<file path="src/rtl/jk_seq_pkg.sv">
// Shared definitions for the JK count sequencer: state encoding and default width.
package jk_seq_pkg;

  localparam int WIDTH_DEF = 4;

  typedef enum logic [1:0] {
    ST_IDLE = 2'd0,
    ST_LOAD = 2'd1,
    ST_RUN  = 2'd2,
    ST_DONE = 2'd3
  } seq_state_e;

endpackage

</file>
<file path="src/rtl/jk_cell.sv">
// Single JK flip-flop with asynchronous clear. Q_not is the complement of Q.
module jk_cell (
  input  logic J,
  input  logic K,
  input  logic clk,
  input  logic reset,
  output logic Q,
  output logic Q_not
);

  // JK truth table: hold / clear / set / toggle
  always_ff @(posedge clk or posedge reset) begin
    if (reset) Q <= 1'b0;
    else begin
      case ({J, K})
        2'b00:   Q <= Q;
        2'b01:   Q <= 1'b0;
        2'b10:   Q <= 1'b1;
        default: Q <= ~Q;
      endcase
    end
  end

  assign Q_not = ~Q;

endmodule

</file>
<file path="src/rtl/jk_count_sequencer.sv">
// Run-controlled modulo up/down counter built from a bank of JK cells.
// The FSM state is the only storage here; the count lives in the JK bank and
// is steered purely through combinational J/K decode.
module jk_count_sequencer
  import jk_seq_pkg::*;
#(
  parameter int WIDTH = WIDTH_DEF
) (
  input  logic             clk,
  input  logic             reset,
  input  logic             start,
  input  logic             stop,
  input  logic             up_dn,
  input  logic             load_en,
  input  logic [WIDTH-1:0] load_val,
  input  logic [WIDTH-1:0] mod_max,
  output logic [WIDTH-1:0] cnt,
  output logic             busy,
  output logic             tc,
  output logic             done
);

  seq_state_e       state;
  logic [WIDTH-1:0] j_vec, k_vec;
  logic [WIDTH-1:0] q_not;
  logic [WIDTH-1:0] inc_tgl, dec_tgl;
  logic [WIDTH-1:0] preload;
  logic             at_max, at_zero, wrap;

  // JK bank: one cell per count bit
  genvar gi;
  generate
    for (gi = 0; gi < WIDTH; gi++) begin : g_bank
      jk_cell u_cell (
        .J     (j_vec[gi]),
        .K     (k_vec[gi]),
        .clk   (clk),
        .reset (reset),
        .Q     (cnt[gi]),
        .Q_not (q_not[gi])
      );
    end
  endgenerate

  assign at_max  = (cnt == mod_max);
  assign at_zero = (cnt == '0);
  assign wrap    = up_dn ? at_max : at_zero;
  // Out-of-range preload values start the run from zero instead.
  assign preload = (load_val > mod_max) ? '0 : load_val;

  // Ripple-style toggle masks: up toggles above a run of 1s, down above a run of 0s
  always_comb begin
    inc_tgl    = '0;
    dec_tgl    = '0;
    inc_tgl[0] = 1'b1;
    dec_tgl[0] = 1'b1;
    for (int i = 1; i < WIDTH; i++) begin
      inc_tgl[i] = inc_tgl[i-1] &  cnt[i-1];
      dec_tgl[i] = dec_tgl[i-1] & ~cnt[i-1];
    end
  end

  // J/K steering per state
  always_comb begin
    j_vec = '0;
    k_vec = '0;
    case (state)
      ST_LOAD: begin
        j_vec = preload;
        k_vec = ~preload;
      end
      ST_RUN: begin
        if (up_dn) begin
          if (at_max) begin
            j_vec = '0;
            k_vec = '1;
          end else begin
            j_vec = inc_tgl;
            k_vec = inc_tgl;
          end
        end else begin
          if (at_zero) begin
            j_vec = mod_max;
            k_vec = ~mod_max;
          end else begin
            j_vec = dec_tgl;
            k_vec = dec_tgl;
          end
        end
      end
      default: begin
        j_vec = '0;
        k_vec = '0;
      end
    endcase
  end

  // Run-control FSM; start only matters in IDLE, stop only in RUN
  always_ff @(posedge clk or posedge reset) begin
    if (reset) state <= ST_IDLE;
    else begin
      case (state)
        ST_IDLE: if (start) state <= load_en ? ST_LOAD : ST_RUN;
        ST_LOAD: state <= ST_RUN;
        ST_RUN:  if (stop) state <= ST_DONE;
        default: state <= ST_IDLE;
      endcase
    end
  end

  // Decoded status outputs, no extra register stage
  assign busy = (state == ST_LOAD) || (state == ST_RUN);
  assign done = (state == ST_DONE);
  assign tc   = (state == ST_RUN) && wrap;

endmodule

</file>
<file path="config.mk">
export PLATFORM = sky130hd
export DESIGN_NAME = jk_count_sequencer
export DESIGN_NICKNAME = d
export VERILOG_FILES = /design/src/rtl/jk_seq_pkg.sv /design/src/rtl/jk_cell.sv /design/src/rtl/jk_count_sequencer.sv
export SDC_FILE = /design/constraint.sdc
export NUM_CORES = 1
export LEC_CHECK = 0
export CAP_MARGIN = 30
export CELL_PAD_IN_SITES_DETAIL_PLACEMENT = 0
export CELL_PAD_IN_SITES_GLOBAL_PLACEMENT = 1
export CORE_MARGIN = 5
export CORE_UTILIZATION = 40
export DETAILED_ROUTE_END_ITERATION = 10
export GPL_TIMING_DRIVEN = 0
export PLACE_DENSITY = 0.87
export SLEW_MARGIN = 20
export SYNTH_ARGS = -nofsm -noshare
export SYNTH_HDL_FRONTEND = slang
export SYNTH_HIERARCHICAL = 1
export SYNTH_SLANG_ARGS = --single-unit
</file>
<file path="constraint.sdc">
create_clock -name clk -period 3.97 [get_ports clk]
set_input_delay 0.5955 -clock clk [delete_from_list [all_inputs] [get_ports clk]]
set_output_delay 0.5955 -clock clk [all_outputs]
set_load 0.01 [all_outputs]
</file>
# ---- After elaboration in Yosys (flattened, before gate mapping)
# Index checks and enable logic that the tools add are counted.
dict set report word_totals {
  in_bits 14
  word_cells 57
  register_bits 6
}
dict set report classes {
  reduce_logical 9
  magnitude_cmp 1
  mux 18
  n_eq_ne 14
  bitwise_logic 10
}
# operator count
set ops {}
lappend ops {{4-bit two-way mux} 7}
lappend ops {{4-bit one-hot mux with 2 select lines} 2}
lappend ops {{2-bit == test, second input constant} 6}
lappend ops {{1-bit one-hot mux with 3 select lines} 4}
lappend ops {{2-bit by 1-bit == test with 1-bit output, second input constant} 5}
lappend ops {{2-bit logical NOT} 5}
lappend ops {{4-bit NOT} 2}
lappend ops {{2-bit two-way mux} 3}
lappend ops {{2-bit one-hot mux with 3 select lines} 1}
lappend ops {{1-bit AND} 4}
lappend ops {{4-bit == test} 1}
lappend ops {{4-bit > comparator} 1}
lappend ops {{4-bit logical NOT} 1}
lappend ops {{2-bit inequality test, second input constant} 2}
lappend ops {{1-bit NOT} 4}
lappend ops {{2-bit AND reduction} 1}
lappend ops {{1-bit logical AND} 1}
lappend ops {{1-bit logical OR} 1}
lappend ops {{1-bit two-way mux} 1}

# ---- Logic depth before layout (Yosys ltp)
dict set report logic_depth {
  ltp_word 8
  mapped_depth 10
  ltp_nobuf 10
}

# ---- Hierarchy
# Netlist, hierarchy kept.
# mod area_each_um2 seq_area_each_um2 cells_each n_inst
set modules_own_cells {}
lappend modules_own_cells {jk_count_sequencer 633.1 50.0 84 1}
lappend modules_own_cells {jk_cell 87.6 25.0 10 4}

# ---- Least setup slack after synthesis
# OpenSTA, ideal clock, no wires.
dict set report synth_path {
  path_type {input-to-reg}
  startpoint {input port mod_max[2]}
  endpoint {register g_bank[3].u_cell.Q}
  slack_ns 1.369
  arrival_ns 2.507
  path_buffers 0
  t_required_ns 3.876
  setup_ns 0.094
  path_stages 10
  cell_sequence {inv_1 -> ha_1 -> and3b_1 -> a2111oi_4 -> o21a_1 -> a221o_1 -> inv_1 -> ha_1 -> nor3b_1 -> a211oi_1}
}
dict set report synth_between {
  elab_chain_len 6
  elab_cells_between_ends 14
  classes_between {1 x order compare; 3 x eq/ne; 8 x mux; 1 x bitwise; 1 x reduce/logical}
}
# item line_no
set synth_lines {}
lappend synth_lines {{start: declaration} jk_count_sequencer.sv:16} ;# input logic [WIDTH-1:0] mod_max,
lappend synth_lines {{parallel branches: the longest is 3 deep, another holds 4-bit > comparator} n/a}
lappend synth_lines {{4-bit one-hot mux with 2 select lines *} jk_count_sequencer.sv:67} ;# case (state)
lappend synth_lines {{named net j_vec[3]} jk_count_sequencer.sv:24} ;# logic [WIDTH-1:0] j_vec, k_vec;
lappend synth_lines {{2-bit == test (tied with other cells)} jk_cell.sv:15} ;# case ({J, K})
lappend synth_lines {{1-bit one-hot mux with 3 select lines} jk_cell.sv:15}
lappend synth_lines {{end signal: assignment} jk_cell.sv:19} ;# default: Q <= ~Q;
lappend synth_lines {{end: declaration} jk_cell.sv:7} ;# output logic Q,
# Mark *: on every way through the listed nets, which the timed path passes.
# A chain may end at the register's enable or synchronous reset.

# ---- Worst setup path in the final report
# Ends and elaborated chain as after synthesis.

==> flow_metrics.tcl <==
set metrics [dict create \
    status "completed" \
    drt_first_iter_violations 27 \
    cts_resized 0 \
    cts_post_setup_buffers_inserted 0 \
    floorplan.io_pins 21 \
    power.share.clock 0.075 \
    seq_area_frac_synth 0.1527 \
    worstPathRequired_ns 4.12 \
    seq_area_um2 150.1 \
    p_comb_frac 0.729 \
    holdBufCountCts 0 \
    syn_area_um2 983.4 \
    critical_path_peak_fanout 5 \
    clock_tree_from_tritoncts "yes" \
    grt_max_degree 11 \
    yosys-top-cells-count "sky130_fd_sc_hd__inv_1 (27), sky130_fd_sc_hd__ha_1 (17), sky130_fd_sc_hd__nor3b_1 (9)" \
    postSynthNetCount 155 \
    clkSinkCount 6 \
    firstDrtPassIters 4 \
    powerDensity_nw_per_um2 645.7 \
    fillCellCount 252 \
    gpl.final_weighted_congestion 0.8627 \
    port_buffers 20 \
    multiInputGateArea_um2 724.4 \
    dieArea_um2 3550 \
    clockRootBuffer "sky130_fd_sc_hd__clkbuf_4" \
    layout_worst_path_cycle_share 0.7998 \
    vdd_drop_max_v 0.0003536 \
    fin_skew_ns 0.002218 \
    clkSlewWorstSetupHoldPaths_ns 0.05 \
    final_max_slew_viol_count 0 \
    grt_antenna_before_repair 0 \
    worstHoldPathType "reg2reg" \
    switching_share 0.4840 \
    yosys.area.top_type "sky130_fd_sc_hd__ha_1" \
    maxCapViolations 0 \
    route.detailed.drc 0 \
    post-synth-top-area-fraction 0.2163 \
    vias 951 \
    cts_buffer_depth 2 \
    timing.critical_path.arrival_ns 3.33 \
    internal_power_mw 0.4144 \
    setup-tns-final_ns 0 \
    grt_pass1_wl_mm 4.036 \
    rows 18 \
    grt_most_used_layer "met2" \
    clock_insertion_delay_worst_skew_ns 0.25 \
    max_slew.worst_pin.slew_ns 0.4712 \
    grt_use_total 0.1483 \
    dp_slack_ns 0.5613 \
    grt.met2_usage 0.2590 \
    timing.final.crit_period_ns 3.175 \
    detail_route.wl_per_cell_um 13.30 \
    crit_path_start_kind "input pin" \
    synth.ff_latch_count 6 \
    synthToLayoutAreaGrowth_pct 26.46 \
    placeableCoreArea_um2 2410 \
    async_flop_share 1.000 \
    groute.layer.met1.usage 0.1854 \
    route.antenna.remaining_nets 0 \
    floorplan.initialDensity 0.4081 \
    grt_pass1_vias 958 \
    hold_ws_ns 0.5786 \
    rsz_0062_raised_after_global_routing "no" \
    power.sequential.fraction 0.196 \
    die_x_um 59.59 \
    syn-mean-instance-area_um2 7.931 \
    timing.setup.critical_path_class "in2reg" \
    maxClockFrequency_mhz 315.0 \
    cts-buffers-inserted 3 \
    nNetsFinal 180 \
    netlist_instances 124 \
    yosys_most_used_dff "sky130_fd_sc_hd__dfrtp_1" \
    timing_hold_violations_final 0 \
    setup_viol 0 \
    vias_per_cell 5.373 \
    htree_levels 1 \
    routed_wirelength_mm 2.354 \
    n_antenna_cell 0 \
    cp-end-kind "flip-flop" \
    yosys-top-cells-area "sky130_fd_sc_hd__ha_1 (22%), sky130_fd_sc_hd__dfrtp_1 (15%), sky130_fd_sc_hd__inv_1 (10%)" \
    post-synth-top-count-cell "sky130_fd_sc_hd__inv_1" \
    synth_cell_type_count 32 \
    synth_edf_count 0 \
    chipHeight_um 59.59 \
    synth-warning-count 6 \
    detailedPlacementHpwl_mm 1.928 \
    post_route_cells_drive_above_1_share 0.04082 \
    maxSlewHeadroom 0.6835 \
    power.switching_mw 0.3887 \
    worst_slack_ns 0.7949 \
    power.leakage_nw 0.5361 \
    global_route.overflow_total 0 \
    grt.met3_usage 0.04139 \
]
[layer usage]
layer	share of wire	routed length, um
met1	0.47	1095
met5	0	0
met2	0.49	1151
met4	0.0038	9
met3	0.042	98
[worst max-delay path, stage by stage]
cell and delay, ns:
sky130_fd_sc_hd__clkdlybuf4s50_1 0.53, sky130_fd_sc_hd__inv_1 0.08, sky130_fd_sc_hd__ha_1 0.34, sky130_fd_sc_hd__and3b_1 0.22, sky130_fd_sc_hd__a2111oi_4 0.42, sky130_fd_sc_hd__o21a_1 0.28, sky130_fd_sc_hd__a221o_1 0.20, sky130_fd_sc_hd__inv_1 0.05
sky130_fd_sc_hd__ha_1 0.30, sky130_fd_sc_hd__nor3b_1 0.14, sky130_fd_sc_hd__a211oi_1 0.17
[power by group through the flow]
| stage | Combinational, mW | Sequential [mW] | Clock [mW] |
|---|---|---|---|
| after detailed placement | 0.590 | 0.159 | 0 |
| after global placement | 0.575 | 0.156 | 0 |
| final | 0.585 | 0.158 | 0.0598 |
| after global routing | 0.667 | 0.167 | 0.0693 |
| after floorplan | 0.412 | 0.153 | 0 |
| after CTS | 0.595 | 0.158 | 0.0643 |
[cells in the final DEF (no fill, tap or decap), types with 2 or more instances in the layout]
cell	instances
sky130_fd_sc_hd__a211oi_1	5
sky130_fd_sc_hd__and2_1	3
sky130_fd_sc_hd__a221o_1	3
sky130_fd_sc_hd__nor4_1	2
sky130_fd_sc_hd__nor2_1	3
sky130_fd_sc_hd__nand2_1	5
sky130_fd_sc_hd__dfrtp_1	6
sky130_fd_sc_hd__clkbuf_4	3
sky130_fd_sc_hd__nor3_1	3
sky130_fd_sc_hd__xor2_1	4
sky130_fd_sc_hd__nand2b_1	3
sky130_fd_sc_hd__clkbuf_1	2
sky130_fd_sc_hd__o22ai_1	3
sky130_fd_sc_hd__a21oi_1	5
sky130_fd_sc_hd__o2bb2ai_1	3
sky130_fd_sc_hd__inv_1	27
sky130_fd_sc_hd__clkdlybuf4s50_1	20
sky130_fd_sc_hd__o31ai_1	2
sky130_fd_sc_hd__ha_1	17
sky130_fd_sc_hd__nor3b_1	9
sky130_fd_sc_hd__o21ai_0	6
[state kept, by name, summed over array words and instances, names as in the netlist]
name	count
g_bank.u_cell/Q	4
state	2
[cell families (layout without fill, tap and decap cells)]
logic type                 Yosys count  count (layout)  share of synthesized area
DFF                                  6               6                     0.1527
and+or+nand+nor                     34              34                     0.2201
xor gates and xnor gates             4               4                    0.03562
adders and majority gates           17              17                     0.2163
AOI/OAI and AO/OA                   34              34                     0.2647
buffers and inverters               29              52                     0.1107
[through the flow]
stage               power, mW  utilization  area [um^2]  instances
floorplan              0.5650            -        983.4        124
global placement       0.7311       0.5068         1221        174
detailed placement     0.7494       0.5068         1221        174
CTS                    0.8174       0.5161         1244        177
global route           0.9033       0.5161         1244        177
finish                 0.8031       0.5161         1244        177
[cell type report]
type / count / share of cell area
inverters: 27 / 0.08149
clock buffers: 3 / 0.01811
repair buffers: 20 / 0.1610
plain buffers: 2 / 0.006036
well taps: 30 / 0.03018
multi-input cells: 89 / 0.5825
flip-flops and latches: 6 / 0.1207
[worst paths after layout]
path | slack [ns] | cells past startpoint | end | from
worst min register to register | 0.58 | 1 | state[0]$_DFFE_PP0P_ | state[0]$_DFFE_PP0P_
max in group asynchronous | 3.17 | 2 | state[1]$_DFFE_PP0P_ | reset
worst max register to register | 1.40 | 10 | g_bank[2].u_cell/Q$_DFFE_PP0P_ | state[1]$_DFFE_PP0P_
min in group asynchronous | 0.66 | 2 | g_bank[0].u_cell/Q$_DFFE_PP0P_ | reset
worst min-delay path | 0.58 | 1 | state[0]$_DFFE_PP0P_ | state[0]$_DFFE_PP0P_
worst max-delay path | 0.79 | 11 | g_bank[3].u_cell/Q$_DFFE_PP0P_ | mod_max[2]
No activity file was read; power rests on OpenSTA's default activity.
